**src/rtl/matmul_tile_scheduler.sv**
```systemverilog
// Tile sequencer for the blocked matrix multiply: walks k, then col, then row, and
// launches multiplier/adder per step. Optional watchdog: define SCHED_TIMEOUT_EN.
`ifndef A_M
`define A_M 4
`endif
`ifndef B_N
`define B_N 4
`endif
`ifndef A_N
`define A_N 4
`endif
`ifndef J
`define J 2
`endif
`ifndef K
`define K 2
`endif

module matmul_tile_scheduler #(
  parameter int unsigned ROWS           = `A_M,
  parameter int unsigned COLS           = `B_N,
  parameter int unsigned INNER          = `A_N,
  parameter int unsigned TILE_R         = `J,
  parameter int unsigned TILE_C         = `K,
  parameter int unsigned TILE_K         = `K,
  parameter int unsigned TIMEOUT_CYCLES = 1024
) (
  input  logic        clk,
  input  logic        rst,
  input  logic        start,
  output logic        busy,
  output logic        done,
  output logic        error,
  output logic        mult_start,
  output logic [9:0]  mult_row,
  output logic [9:0]  mult_col,
  output logic [9:0]  mult_k,
  input  logic        mult_done,
  output logic        add_start,
  output logic [9:0]  add_row,
  output logic [9:0]  add_col,
  input  logic        add_done,
  output logic [15:0] step_count
);

  typedef enum logic [2:0] {
    IDLE, MULT_REQ, MULT_WAIT, ADD_REQ, ADD_WAIT, ADVANCE, FINISH
  } state_t;

  state_t      state_q, state_d;
  logic [9:0]  row_q, row_d, col_q, col_d, k_q, k_d;
  logic [15:0] step_q, step_d;
  logic        busy_q, busy_d, done_q, done_d, err_q, err_d;
  logic        mstart_q, mstart_d, astart_q, astart_d;
  logic        mdone_prev_q, adone_prev_q;
  logic        mult_rise, add_rise, timeout;
  logic [10:0] k_sum, col_sum, row_sum;

`ifdef SCHED_TIMEOUT_EN
  logic [15:0] wait_cnt_q, wait_cnt_d;

  // Counter is zero on the first wait cycle, so timeout fires after exactly TIMEOUT_CYCLES waits.
  always_comb begin
    timeout    = (32'(wait_cnt_q) + 32'd1) >= TIMEOUT_CYCLES;
    wait_cnt_d = '0;
    if ((state_q == MULT_WAIT || state_q == ADD_WAIT) && state_d == state_q)
      wait_cnt_d = wait_cnt_q + 16'd1;
  end

  always_ff @(posedge clk or posedge rst) begin
    if (rst) wait_cnt_q <= '0;
    else     wait_cnt_q <= wait_cnt_d;
  end
`else
  assign timeout = 1'b0;
`endif

  assign mult_rise = mult_done & ~mdone_prev_q;
  assign add_rise  = add_done & ~adone_prev_q;

  always_comb begin
    state_d = state_q;
    row_d   = row_q;
    col_d   = col_q;
    k_d     = k_q;
    step_d  = step_q;
    err_d   = err_q;
    k_sum   = {1'b0, k_q} + 11'(TILE_K);
    col_sum = {1'b0, col_q};
    row_sum = {1'b0, row_q};
    case (state_q)
      IDLE: if (start) begin
        row_d   = '0;
        col_d   = '0;
        k_d     = '0;
        step_d  = '0;
        err_d   = 1'b0;
        state_d = MULT_REQ;
      end
      MULT_REQ:  state_d = MULT_WAIT;
      MULT_WAIT: begin
        if (mult_rise) state_d = ADD_REQ;
        else if (timeout) begin
          err_d   = 1'b1;
          state_d = FINISH;
        end
      end
      ADD_REQ:   state_d = ADD_WAIT;
      ADD_WAIT: begin
        if (add_rise) begin
          step_d  = step_q + 16'd1;
          state_d = ADVANCE;
        end else if (timeout) begin
          err_d   = 1'b1;
          state_d = FINISH;
        end
      end
      ADVANCE: begin
        if (32'(k_sum) >= INNER) begin
          k_sum   = '0;
          col_sum = col_sum + 11'(TILE_C);
        end
        if (32'(col_sum) >= COLS) begin
          col_sum = '0;
          row_sum = row_sum + 11'(TILE_R);
        end
        k_d     = k_sum[9:0];
        col_d   = col_sum[9:0];
        row_d   = row_sum[9:0];
        state_d = (32'(row_sum) >= ROWS) ? FINISH : MULT_REQ;
      end
      FINISH:  state_d = IDLE;
      default: state_d = IDLE;
    endcase
    busy_d   = (state_d != IDLE);
    mstart_d = (state_d == MULT_REQ);
    astart_d = (state_d == ADD_REQ);
    done_d   = (state_d == FINISH);
  end

  always_ff @(posedge clk or posedge rst) begin
    if (rst) begin
      state_q      <= IDLE;
      row_q        <= '0;
      col_q        <= '0;
      k_q          <= '0;
      step_q       <= '0;
      busy_q       <= 1'b0;
      done_q       <= 1'b0;
      err_q        <= 1'b0;
      mstart_q     <= 1'b0;
      astart_q     <= 1'b0;
      mdone_prev_q <= 1'b0;
      adone_prev_q <= 1'b0;
    end else begin
      state_q      <= state_d;
      row_q        <= row_d;
      col_q        <= col_d;
      k_q          <= k_d;
      step_q       <= step_d;
      busy_q       <= busy_d;
      done_q       <= done_d;
      err_q        <= err_d;
      mstart_q     <= mstart_d;
      astart_q     <= astart_d;
      mdone_prev_q <= mult_done;
      adone_prev_q <= add_done;
    end
  end

  assign busy       = busy_q;
  assign done       = done_q;
  assign error      = err_q;
  assign mult_start = mstart_q;
  assign add_start  = astart_q;
  assign mult_row   = row_q;
  assign mult_col   = col_q;
  assign mult_k     = k_q;
  assign add_row    = row_q;
  assign add_col    = col_q;
  assign step_count = step_q;

endmodule

```
**config.mk**
```make
export PLATFORM = sky130hd
export DESIGN_NAME = matmul_tile_scheduler
export DESIGN_NICKNAME = d
export VERILOG_FILES = /design/src/rtl/matmul_tile_scheduler.sv
export SDC_FILE = /design/constraint.sdc
export NUM_CORES = 1
export LEC_CHECK = 0
export ABC_CLOCK_PERIOD_IN_PS = 3850
export CORE_MARGIN = 1.5
export CORE_UTILIZATION = 50
export CTS_BUF_LIST = sky130_fd_sc_hd__clkbuf_8
export CTS_CLUSTER_SIZE = 10
export DETAILED_ROUTE_END_ITERATION = 10
export GPL_TIMING_DRIVEN = 0
export PLACE_DENSITY_LB_ADDON = 0.3
export SLEW_MARGIN = 20
export SYNTH_ARGS = -nofsm -noshare
export SYNTH_HDL_FRONTEND = slang
export SYNTH_SLANG_ARGS = --single-unit
```
**constraint.sdc**
```tcl
create_clock -name clk -period 3.85 [get_ports clk]
set_input_delay 0.77 -clock clk [delete_from_list [all_inputs] [get_ports clk]]
set_output_delay 0.77 -clock clk [all_outputs]
set_load 0.03 [all_outputs]
```
Word-level counts from Yosys, hierarchy flattened --
Cells that the tools add are included.
Word-level totals: word-level logic and storage cells 56, input port bits 5, output and inout port bits 71, register bits 55
Cells by class: reductions and logical operators 6, eq/ne operators 10, bitwise logic cells 4, mux-type cells 18, order comparisons 3, add/subtract/negate cells 4
Operators with widths (count):
- 10-bit case mux with 2 select lines | 3
- 11-bit two-way mux | 4
- 10-bit by 2-bit adder with 11-bit output, second input constant | 3
- 11-bit by 3-bit >= comparator with 1-bit output, second input constant | 3
- 16-bit two-way mux | 2
- 16-bit case mux with 2 select lines | 1
- 10-bit two-way mux | 3
- 3-bit case mux with 6 select lines | 1
- 16-bit by 1-bit adder with 16-bit output, second input constant | 1
- 3-bit two-way mux | 4
- 3-bit by 2-bit equality test with 1-bit output, second input constant | 3
- 3-bit equality test, second input constant | 3
- 3-bit by 1-bit equality test with 1-bit output, second input constant | 2
- 2-bit inequality test, second input constant | 2
- 2-bit nonzero test | 2
- 3-bit zero test | 1
- 3-bit AND reduction | 1
- 3-bit nonzero test | 1
- 1-bit bitwise AND | 2
- 1-bit NOT | 2
- 2-bit AND reduction | 1

Depth between registers and ports, before layout --
depth after elaboration 11, depth in mapped cells 10, gate-level depth less buffers 9

Worst setup path before layout --
OpenSTA, ideal clock, no wires.
kind register to register, start point register k_q[1], in the netlist mult_k[1], end point register state_q[2], library setup time 120 ps, path buffers 0, data required time 3730 ps, path slack 926 ps, cell stages (with the launch flop) 10, period minus slack after synthesis 2924 ps, arrival time 2804 ps, cell sequence dfrtp_1 ha_1 nand2b_1 o41ai_2 o22ai_1 or3_1 and2_4 or3_1 a221o_1 a31o_1
On the way: cells in the longest elaborated chain, start to end 10
Ends and longest elaborated chain:
- from (decl) | RTL line 51 | logic [9:0] row_q, row_d, col_q, col_d, k_q, k_d;
- from (signal assigned) | RTL line 159 | k_q <= k_d;
- 10-bit by 2-bit adder with 11-bit output | RTL line 88 | k_sum = {1'b0, k_q} + 11'(TILE_K);
- 11-bit by 3-bit >= comparator with 1-bit output | RTL line 119 | if (32'(k_sum) >= INNER) begin
- 11-bit two-way mux | RTL line 119
- 11-bit two-way mux | RTL line 91 | case (state_q)
- 11-bit by 3-bit >= comparator with 1-bit output | RTL line 123 | if (32'(col_sum) >= COLS) begin
- 11-bit two-way mux | RTL line 123
- 11-bit two-way mux | RTL line 91
- 11-bit by 3-bit >= comparator with 1-bit output | RTL line 130 | state_d = (32'(row_sum) >= ROWS) ? FINISH : MULT_REQ;
- 3-bit two-way mux | RTL line 130
- 3-bit case mux with 6 select lines | RTL line 91
- named net state_d[2] | RTL line 50 | state_t state_q, state_d;
- to (signal assigned) | RTL line 156 | state_q <= state_d;
- to (decl) | RTL line 50
The timed path passes the listed nets, and every way through them passes these cells. The select of a mux whose other input is x is not followed. A chain may end at the register's enable or synchronous reset.

Worst setup path in the final report --
Same ends and word-level chain as after synthesis.

==> results.txt <==
Status -> complete, no violations
Post-DRT Antenna Nets -> 0
DP Worst Slack -> 0.7071 ns
Net Switching -> 0.4967 mW
Clk slew on worst S/H paths -> 0.09 ns
Clock buffer depth -> 2
Ant. Diodes -> 0
DRT Pass-1 Iters -> 4
Clock Sinks -> 52
Core ar. -> 5439 sq um
Placed inst area -> 3615 sq um
Internal -> 0.8684 mW
Placed cell count -> 443
Crit-path max FO -> 6
Die height -> 77.77 microns
Non-Filler Instances -> 451
Pwr Density -> 367.7 nW/um^2
DRC -> 0
Maximum vdd drop -> 0.2317 mV
Detailed Place HPWL -> 4.646 mm
Max cap viols -> 0
Leak pwr -> 1.697 nW
Vias in the first global route -> 2316
CP Capture Type -> flip-flop
Largest net degree at the start of global routing -> 28
CTS buffer count -> 5
Clock share of power -> 24.4%
GPL Wtd Cong -> 0.8959
Net Sw Frac -> 36.38%
Fin Setup TNS -> 0 ns
Synth Instances -> 296
Total GRT Usage -> 22.69%
Final setup vio count -> 0
Unrepaired setup endpoints after global routing -> false
Final hold vios -> 0
Grt ovf -> 0
Average wire per standard cell -> 14.48 microns
Top Ports -> 76
Synth Flop Type -> dfrtp_1
CP arrival -> 3.26 ns
Critical Path Start Type -> flip-flop
Worst skew pair latency -> 0.31 ns
Sequential Power Share -> 44.7%
Pins over their slew limit -> 0
Yosys reg bits -> 52
Post-Syn Area -> 2795 sq um
Nets -> 387
Setup Buffers After CTS -> 0
Initial antenna violation count -> 0
Slew at the pin with the worst max-slew slack -> 0.7942 ns
Routed WL -> 6.529 mm
First-pass GRT wire length -> 10.98 mm
Clock skew -> 0.009274 ns
Fmax -> 0.3275 GHz
R2R Path Start -> mult_k[1]
Worst EP required -> 4.06 ns
PortBufs -> 69
Final worst-path setup slack -> 0.7963 ns
Filler instances -> 422
CTS tree -> done
Area Overhead vs Synth -> 32.81%
Min Tclk post-route -> 3.054 ns
Via Count -> 2484
Critical path class -> flip-flop to flip-flop
Worst slew margin -> 46.65%
Hold Buf Count CTS -> 0
Layout cells sized above 1 -> 10.82%
DR iter-0 viols -> 123
Design Area, Final -> 3712 sq um
Synth unique cells -> 47
Register area share after synthesis -> 46.55%
Origin of the worst setup path -> mult_k[1]
Vias per cell -> 5.508
Post-Syn Area per Cell -> 9.443 sq um
Class of the worst hold path -> flip-flop to flip-flop
Initial Util -> 51.39%
Synth warnings -> 0
Num rows -> 27
Asr flop ratio synth -> 100.0%
Die width -> 77.77 microns
CTS root buf -> clkbuf_8
Die ar. -> 6048 sq um
Comb pwr share -> 30.9%
Crit share post-route -> 79.32%
H-tree depth -> 2
Post-synth EDFFs -> 0
Min-Delay Startpoint -> mdone_prev_q
Cts repair resizes -> 0
-- cells by family after synthesis --
kind of cell             synth area share (%)
flip-flops                              46.55
XOR/XNOR                                5.014
other                                  0.1342
AND/OR/NAND/NOR                         24.67
adder cells (fa/ha/maj)                 1.791
AO/OA/AOI/OAI                           12.58
buffers and inverters                   9.266
-- final timing paths --
path | end | cells after the start | slack [ns]
worst max-delay path | state_q[2] | 9 | 0.80
worst min-delay path | add_start | 1 | 0.43
worst max register to register | state_q[2] | 9 | 0.80
worst min register to register | add_start | 1 | 0.43
max in group asynchronous | mult_k[8] | 3 | 2.49
min in group asynchronous | step_count[4] | 2 | 0.82
-- registers in the layout, indices dropped and copies added, names as in the netlist, 3 cells and up --
signal / cells
step_count: 16
state_q: 3
mult_k: 9
add_row: 9
add_col: 9
-- power groups by stage --
stage | registers, mW | clock network (mW) | logic, mW
after detailed placement | 0.622 | 0 | 0.415
final | 0.611 | 0.333 | 0.421
after global routing | 0.616 | 0.362 | 0.461
after CTS | 0.611 | 0.339 | 0.418
after floorplan | 0.662 | 0 | 0.237
after global placement | 0.620 | 0 | 0.401
-- cells in the final DEF (no fill, tap or decap), types with 10 or more instances in the layout --
cell             count
a21oi_1             11
and3_1              23
buf_4               24
clkbuf_1            13
clkdlybuf4s50_1     69
dfrtp_1             52
nand2_1             24
nand3_1             10
nand4_1             11
nor2_1              20
o21ai_0             19
-- critical path: stages (launching register included) --
cell and delay [ns]:
dfrtp_1 0.44, ha_1 0.29, nand2b_1 0.18, o41ai_2 0.19, o22ai_1 0.17, or3_1 0.44
and2_4 0.19, or3_1 0.35, a221o_1 0.45, a31o_1 0.25
-- cell usage after synthesis (all sizes together), types with 2 or more instances --
cell,number,area [sq um]
o21ai,19,95.09
and2,2,15.02
a31oi,3,18.77
dfrtp,52,1301
a31o,2,17.52
buf,24,180.2
xnor2,7,61.31
a41oi,2,17.52
xor2,9,78.83
nor4,4,25.02
nand4,11,68.82
ha,4,50.05
clkbuf,13,48.80
nand2,24,90.09
nor3,8,40.04
or3,6,37.54
nand3,10,50.05
inv,8,30.03
o41ai,3,33.79
nand2b,2,12.51
o22ai,3,18.77
and4,5,43.79
nor2,20,75.07
and3,25,166.4
a21oi,11,55.05
-- area by class of cell --
class                      instances  area (sq um)  area share [%]
inverter                           8         30.03          0.8089
multi-input combinational        204          1254           33.77
buffer                            37         229.0           6.168
timing repair buffer              70         710.7           19.14
sequential                        52          1301           35.05
tap                               72         90.09           2.427
clock buffer                       6         82.58           2.224
clock inverter                     2         15.01          0.4044
-- per-layer routing --
| metal | track usage, % | routed length, microns | vias to the layer above |
|---|---|---|---|
| met5 | 0 | 0 | - |
| met4 | 8.727 | 94 | 0 |
| met3 | 3.882 | 282 | 9 |
| met2 | 38.52 | 3301 | 72 |
| met1 | 28.71 | 2850 | 1205 |
| li1 | - | - | 1198 |
-- through the flow --
stage / total power [mW] / hold WS [ns] / util (%)
after global placement: 1.021 / 0.4164 / 66.09
final: 1.365 / 0.4309 / 68.25
after detailed placement: 1.037 / 0.4185 / 66.46
after floorplan: 0.8995 / 0.3942 / -
after global routing: 1.439 / 0.4394 / 68.25
after CTS: 1.368 / 0.4334 / 68.25
Note: power is estimated with default switching activity, not from simulation.
